[config.mk]
export PLATFORM = sky130hd
export DESIGN_NAME = count_sequencer_flat
export DESIGN_NICKNAME = d
export VERILOG_FILES = /design/src/rtl/count_sequencer_if.sv /design/src/rtl/count_sequencer.sv /design/src/flat_wrapper.sv
export SDC_FILE = /design/constraint.sdc
export NUM_CORES = 1
export LEC_CHECK = 0
export BUFFER_PORTS_ARGS = -buffer_cell sky130_fd_sc_hd__buf_2
export CELL_PAD_IN_SITES_DETAIL_PLACEMENT = 1
export CELL_PAD_IN_SITES_GLOBAL_PLACEMENT = 1
export CORE_AREA = 10 10 59 61
export CTS_CLUSTER_DIAMETER = 30
export DETAILED_ROUTE_END_ITERATION = 8
export DIE_AREA = 0 0 69 71
export GPL_TIMING_DRIVEN = 0
export PLACE_DENSITY_LB_ADDON = 0.1
export SYNTH_ARGS = -nofsm -noshare
export SYNTH_HDL_FRONTEND = slang
export SYNTH_SLANG_ARGS = --single-unit
[constraint.sdc]
create_clock -name Clk -period 3.8 [get_ports Clk]
set_input_delay 0.19 -clock Clk [delete_from_list [all_inputs] [get_ports Clk]]
set_output_delay 0.19 -clock Clk [all_outputs]
set_load 0.05 [all_outputs]
[src/rtl/count_sequencer_if.sv]
// count_sequencer_if: control and counter-side signals of count_sequencer.
// master = system/counter side, slave = the sequencer itself.
interface count_sequencer_if #(
  parameter int WIDTH = 3,
  parameter int PW    = 8
);
  logic             Start;
  logic             Stop;
  logic             Mode;
  logic [WIDTH-1:0] Limit;
  logic [WIDTH-1:0] Count;
  logic             Carry2;
  logic             En;
  logic             CntRst;
  logic             Tick;
  logic             Busy;
  logic             Done;
  logic [PW-1:0]    Periods;
  logic             Err;

  modport master (
    output Start, Stop, Mode, Limit,
    output Count, Carry2,
    input  En, CntRst, Tick, Busy,
    input  Done, Periods, Err
  );

  modport slave (
    input  Start, Stop, Mode, Limit,
    input  Count, Carry2,
    output En, CntRst, Tick, Busy,
    output Done, Periods, Err
  );
endinterface

[src/rtl/count_sequencer.sv]
// count_sequencer: one-hot FSM sequencing a WIDTH-bit up-counter.
// Define SEQ_OVF_CHECK_EN for the sticky counter-overflow fault (Err).
module count_sequencer #(
  parameter int WIDTH = 3,
  parameter int PW    = 8
) (
  input logic              Clk,
  input logic              Rst,
  count_sequencer_if.slave bus
);

  localparam int I_IDLE  = 0;
  localparam int I_CLEAR = 1;
  localparam int I_RUN   = 2;
  localparam int I_DONE  = 3;

  typedef enum logic [3:0] {
    S_IDLE  = 4'b0001,
    S_CLEAR = 4'b0010,
    S_RUN   = 4'b0100,
    S_DONE  = 4'b1000
  } state_e;

  state_e           state_q;
  state_e           state_d;
  logic [WIDTH-1:0] lim_q;
  logic             mode_q;
  logic [PW-1:0]    per_q;
  logic             cntrst_q;
  logic             busy_q;
  logic             done_q;
  logic             latch;
  logic             run;
  logic             at_lim;
  logic             ovf;

  assign run    = state_q[I_RUN];
  assign at_lim = (bus.Count == lim_q);

`ifdef SEQ_OVF_CHECK_EN
  logic err_q;

  assign ovf = run && (bus.Count > lim_q);

  always_ff @(posedge Clk or negedge Rst) begin
    if (!Rst) begin
      err_q <= 1'b0;
    end else if (run && (bus.Carry2 || ovf)) begin
      err_q <= 1'b1;
    end
  end

  assign bus.Err = err_q;
`else
  logic unused_carry;

  assign unused_carry = bus.Carry2;
  assign ovf          = 1'b0;
  assign bus.Err      = 1'b0;
`endif

  // Stop wins over a coincident terminal count.
  assign bus.Tick = run & at_lim & ~bus.Stop;
  assign bus.En   = run & ~at_lim;

  always_comb begin
    state_d = state_q;
    latch   = 1'b0;
    unique case (1'b1)
      state_q[I_IDLE]: begin
        if (bus.Start && !bus.Stop) begin
          state_d = S_CLEAR;
          latch   = 1'b1;
        end
      end
      state_q[I_CLEAR]: begin
        state_d = S_RUN;
      end
      state_q[I_RUN]: begin
        if (bus.Stop || ovf) begin
          state_d = S_IDLE;
        end else if (at_lim) begin
          state_d = mode_q ? S_CLEAR : S_DONE;
        end
      end
      state_q[I_DONE]: begin
        if (bus.Stop) begin
          state_d = S_IDLE;
        end else if (bus.Start) begin
          state_d = S_CLEAR;
          latch   = 1'b1;
        end
      end
      default: begin
        state_d = S_IDLE;
      end
    endcase
  end

  // CntRst feeds the counter's async clear, so it comes straight off a flop.
  always_ff @(posedge Clk or negedge Rst) begin
    if (!Rst) begin
      state_q  <= S_IDLE;
      cntrst_q <= 1'b1;
      busy_q   <= 1'b0;
      done_q   <= 1'b0;
      lim_q    <= '0;
      mode_q   <= 1'b0;
      per_q    <= '0;
    end else begin
      state_q  <= state_d;
      cntrst_q <= state_d[I_IDLE] | state_d[I_CLEAR];
      busy_q   <= state_d[I_CLEAR] | state_d[I_RUN];
      done_q   <= state_d[I_DONE];
      if (latch) begin
        lim_q  <= bus.Limit;
        mode_q <= bus.Mode;
        per_q  <= '0;
      end else if (bus.Tick && (per_q != '1)) begin
        per_q  <= per_q + 1'b1;
      end
    end
  end

  assign bus.CntRst  = cntrst_q;
  assign bus.Busy    = busy_q;
  assign bus.Done    = done_q;
  assign bus.Periods = per_q;

endmodule

[src/flat_wrapper.sv]
// flat-port wrapper written by rule: the top's interface ports become plain ports
module count_sequencer_flat 
#(
  parameter int WIDTH = 3,
  parameter int PW    = 8
)
  (Clk, Rst, bus_Start, bus_Stop, bus_Mode, bus_Limit, bus_Count, bus_Carry2, bus_En, bus_CntRst, bus_Tick, bus_Busy, bus_Done, bus_Periods, bus_Err);
  count_sequencer_if #(.WIDTH(WIDTH), .PW(PW)) bus_i ();
  input logic Clk;
  input logic Rst;
  input wire logic [$bits(bus_i.Start)-1:0] bus_Start;
  input wire logic [$bits(bus_i.Stop)-1:0] bus_Stop;
  input wire logic [$bits(bus_i.Mode)-1:0] bus_Mode;
  input wire logic [$bits(bus_i.Limit)-1:0] bus_Limit;
  input wire logic [$bits(bus_i.Count)-1:0] bus_Count;
  input wire logic [$bits(bus_i.Carry2)-1:0] bus_Carry2;
  output wire logic [$bits(bus_i.En)-1:0] bus_En;
  output wire logic [$bits(bus_i.CntRst)-1:0] bus_CntRst;
  output wire logic [$bits(bus_i.Tick)-1:0] bus_Tick;
  output wire logic [$bits(bus_i.Busy)-1:0] bus_Busy;
  output wire logic [$bits(bus_i.Done)-1:0] bus_Done;
  output wire logic [$bits(bus_i.Periods)-1:0] bus_Periods;
  output wire logic [$bits(bus_i.Err)-1:0] bus_Err;
  assign bus_i.Start = bus_Start;
  assign bus_i.Stop = bus_Stop;
  assign bus_i.Mode = bus_Mode;
  assign bus_i.Limit = bus_Limit;
  assign bus_i.Count = bus_Count;
  assign bus_i.Carry2 = bus_Carry2;
  assign bus_En = bus_i.En;
  assign bus_CntRst = bus_i.CntRst;
  assign bus_Tick = bus_i.Tick;
  assign bus_Busy = bus_i.Busy;
  assign bus_Done = bus_i.Done;
  assign bus_Periods = bus_i.Periods;
  assign bus_Err = bus_i.Err;
  count_sequencer #(.WIDTH(WIDTH), .PW(PW)) u_core (.Clk(Clk), .Rst(Rst), .bus(bus_i));
endmodule
Yosys cells after proc, flatten, opt, wreduce, memory -nomap -nowiden

Index checks and enable logic that the tools add are counted.

Flip-flop bits (word level): 19
Latch bits: 0
RAM bits: 0
ROM bits: 0
Input port bits: 12
Output and inout bits: 14
Logic and storage cells: 34
Memories: 0

Add/subtract/negate cells: 1
Multipliers: 0
Divide/modulo/power cells: 0
$lt $le $gt $ge: 0
Equal/unequal tests: 2
Shifts and indexed selects: 0
Multiplexer cells: 13
Bitwise operators: 7
Reductions and logical operators: 4

Operators by type and width:

| cell                | number |
|---|---|
| $mux 4              | 5 |
| $mux 8              | 2 |
| $pmux 4 s4          | 1 |
| $add 8x1->8 const B | 1 |
| $ne 8x8->1 const B  | 1 |
| $and 1x1->1         | 3 |
| $eq 3x3->1          | 1 |
| $mux 1              | 3 |
| $logic_and 1x1->1   | 2 |
| $mux 2              | 1 |
| $not 1->1           | 2 |
| $or 1x1->1          | 2 |
| $pmux 1 s2          | 1 |
| $reduce_bool 2->1   | 1 |
| $logic_not 1->1     | 1 |

Logic depth before layout (Yosys ltp)

Depth after elaboration: 6
Gate-level depth with buffers: 5
Mapped depth without buffers: 5

Worst setup path after synthesis

OpenSTA, ideal clock, no wires.

Path type: register -> register
From: reg u_core.per_q[0], in the netlist u_core.bus.Periods[0]
To: reg u_core.per_q[4], in the netlist u_core.bus.Periods[4]
Library setup time: 0.078 ns
Arrival time: 1.732 ns
Required time: 3.722 ns
Path slack: 1.990 ns
Cell stages (with the launch flop): 6
Path buffers: 0
Period minus slack after synthesis: 1.810 ns
Path through: dfrtp_1 -> ha_1 -> nand4_1 -> nor2_1 -> or4_1 -> a21oi_1

Longest elaborated chain between the ends: 3
Elaborated cells between the ends (all ways): 6
Those cells by class: add/sub: 1; eq/ne: 1; mux: 2; reduce/logical: 2

RTL lines:

| element                                     | RTL line                                       | text |
|---|---|---|
| start, declared                             | count_sequencer.sv:28                          | `logic [PW-1:0] per_q;` |
| start signal, assigned                      | count_sequencer.sv:120                         | `per_q <= per_q + 1'b1;` |
| $add 8x1->8 or $ne 8x8->1 (tied branches)   | count_sequencer.sv:120, count_sequencer.sv:119 |  |
| $mux 8 or $logic_and 1x1->1 (tied branches) | count_sequencer.sv:119                         | `end else if (bus.Tick && (per_q != '1)) begin` |
| $mux 8 or $reduce_bool 2->1 (tied branches) | -                                              |  |

Several ways; a longest one is shown, not always the timed one. The select of a mux whose other input is x is not followed.
A chain may end at the register's enable or synchronous reset.

Worst setup path after layout

From: reg u_core.lim_q[2]
To: out bus_Tick

Longest elaborated chain between the ends: 3

RTL lines:

| element                   | RTL line               | text |
|---|---|---|
| start, declared           | count_sequencer.sv:26  | `logic [WIDTH-1:0] lim_q;` |
| start signal, assigned    | count_sequencer.sv:116 | `lim_q <= bus.Limit;` |
| $eq 3x3->1                | count_sequencer.sv:38  | `assign at_lim = (bus.Count == lim_q);` |
| $and 1x1->1 (2 in series) | count_sequencer.sv:63  | `assign bus.Tick = run & at_lim & ~bus.Stop;` |
| end, declared             | flat_wrapper.sv:19     | `output wire logic [$bits(bus_i.Tick)-1:0] bus_Tick;` |

No other way between the ends.

==> run metrics <==
commonest cells in the netlist dfrtp_1, nand2_1, a21oi_1; setup TNS 0 ns; syn_nets 104; Mapped Area approximately 920 µm²; post-synthesis sequential area ratio around half; first-pass GRT wire length ~4000 µm; Primary FF master, synth dfrtp_1; Critical Path Sink Type output pin; CTS tree done; top post-synthesis cells by area dfrtp_1, dfstp_2, nand2_1; grt ovf 0; Post-Route Skew between 0.003 and 0.004 ns; critical path type reg -> out; largest net degree at the start of global routing 19; Final Max Tran Viols 0; Area Growth Syn to Fin 21.7%; Die Ht approximately 71 µm; sequential power share between 40 and 50%; crit path launch type flip-flop; CTS Buf Count 3; Worst EP arrival ~1.7 ns; post-synthesis cell count approximately 90; FF+latch count, synth 18; Ys Warns 0; Mean Syn Cell Area approximately 10 µm²; pwr/cell area about 430 nW/µm²; final hold vios 0; Die X 69 µm; Max H-tree Level 1; status completed; routed wire length between 2000 and 2500 µm; Final nets 133; post-route minimum period 1.87 ns; dpl hpwl between 1500 and 2000 µm; CTS resizes 0; Initial Util 38.4%; antenna viol nets, final 0; clock latency on the worst-skew pair roughly 0.28 ns; post-CTS setup buffers 0; DRC violations left 0; CP max stage delay about 0.42 ns; Ant. Diodes 0; worst-case hold slack approximately 0.091 ns; min-delay worst type in -> reg; data required time of the worst path ~3.6 ns; fmax roughly 530 MHz; core area about 2400 µm²; fin crit share 49.3%; critical path's most frequent cell buf_2; Clk network pwr share between 20% and 30%; Pleak 0.549 nW; top cell type by total area after synthesis dfrtp_1; worst hold start bus_Limit[2]; MaxCap Viol Count 0; CP Max Fanout 10; CTS Sinks 18; max_slew headroom between 50% and 60%; vias in the first global route between 800 and 900; Routed WL per cell between 15 and 20 µm; initial antenna violation count 0; Peak VDD IR 282 µV; Post-synth ARST share 100%; slowest CP cell dfrtp_1; Netlist cell types 33; Synth top area share a little over two fifths; die area about 4900 µm²; Starting DRT DRC Count 35; Boundary Pins 26; Post-synth EDFFs 0; # rows 18; number of port buffers 23; RSZ-0062 raised after global routing false; gr usage total under 10%; Slew @ Worst Pin roughly 0.63 ns; ordered cell list for the critical path xnor2_2 -> nand4_4 -> buf_2 -> inv_1 -> buf_2; Setup violations, final 0; Clock Pin Slew Worst Setup and Hold Paths ~0.1 ns; placed cells around 140; routability congestion estimate 0.764; switch share between 30% and 40%; maximum buffer depth of the clock tree 2; post-route non-filler standard cell count about 150; share of post-route cells with drive strength above 1 between 20% and 30%; Critical path origin u_core.lim_q[2]; First-pass DRT Iterations 4; Internal Power roughly 0.32 mW; combinational share of power 26.8%; clk root buf clkbuf_4; DR vias between 700 and 800; vias per std cell 5.30; most common cell in the netlist dfrtp_1; switching power 0.162 mW; Critical R2R Launch u_core.bus.Periods[0]
[logic make-up after synthesis]
kind of cell | share of synthesized area [%]
adder cells (fa/ha/maj) | 1.36
other | 0.409
flip-flops | 49.4
XOR/XNOR | 5.32
AO/OA/AOI/OAI | 17.2
buffers and inverters | 3.41
AND/OR/NAND/NOR | 22.9
[registers in the layout, indices dropped and copies added (netlist names)]
register            cells
u_core.bus.Periods      8
u_core.lim_q            3
u_core.state_q          3
u_core.bus.Busy         1
u_core.bus.CntRst       1
u_core.bus.Done         1
u_core.mode_q           1
[worst max-delay path: cells and delay by family (launching register included)]
family / cells / cell delay [ns]
flops: 1 / 0.42
xor+xnor: 1 / 0.23
buf+inv: 3 / 0.54
simple gates: 1 / 0.19
[area by class of cell]
| class | instances | area (µm²) |
|---|---|---|
| Clock buffer | 4 | 36.3 |
| Sequential cell | 18 | 453 |
| Tap cell | 30 | 37.5 |
| Fill cell | 302 | 1270 |
| Inverter | 4 | 15.0 |
| Timing Repair Buffer | 24 | 125 |
| Multi-Input combinational cell | 66 | 433 |
| Buffer | 3 | 16.3 |
[power by group through the flow]
stage | sequential, mW | combinational [mW] | clock (mW)
6_report | 0.235 | 0.129 | 0.116
4_1_cts | 0.236 | 0.131 | 0.121
2_1_floorplan | 0.263 | 0.0707 | 0
5_1_grt | 0.240 | 0.142 | 0.130
3_5_place_dp | 0.240 | 0.130 | 0
3_3_place_gp | 0.238 | 0.127 | 0
[stage by stage]
step                cell area [µm²]  setup WS [ns]  util [%]  power (mW)
floorplan                       917           1.99         -       0.333
global placement               1070           2.11      44.8       0.365
detailed placement             1070           2.08      44.8       0.370
CTS                            1120           1.90      46.8       0.489
global route                   1120           1.81      46.8       0.512
finish                         1120           1.93      46.8       0.480
[layout by cell type, fill, tap and decap left out, types with 2 or more instances in the layout]
cell and count:
o21a_1 3, dfrtp_1 16, dfstp_2 2, or4_1 5, buf_2 24, nor3_1 3
xnor2_2 3, inv_1 4, a21oi_1 6, clkbuf_4 3, nor2_1 2, nand2b_1 2
o21ai_0 2, nand3_1 5, o41ai_1 2, nand2_1 14, o31ai_1 4
[repair_timing]
action	4_1_cts	5_1_grt
setup endpoints to repair	0	0
endpoints found under the hold margin	16	0
hold buffers	1	0
[worst paths after layout]
check,end,slack (ns),cells after the start
min in group asynchronous,u_core.lim_q[2],0.35,2
max reg2reg,u_core.bus.Periods[4],2.08,5
max,bus_Tick,1.93,5
min reg2reg,u_core.bus.Done,0.45,1
max in group asynchronous,u_core.state_q[0],3.14,2
min,u_core.lim_q[2],0.09,3
[metal layers]
| metal | GRT usage (%) | up-vias | routed length, µm |
|---|---|---|---|
| met3 | 3.07 | 2 | 126 |
| li1 | - | 387 | - |
| met2 | 15.7 | 17 | 1100 |
| met1 | 11.7 | 383 | 1050 |
| met4 | 2.01 | 0 | 13 |
| met5 | 0 | - | 0 |
(Power assumes the default switching activity.)
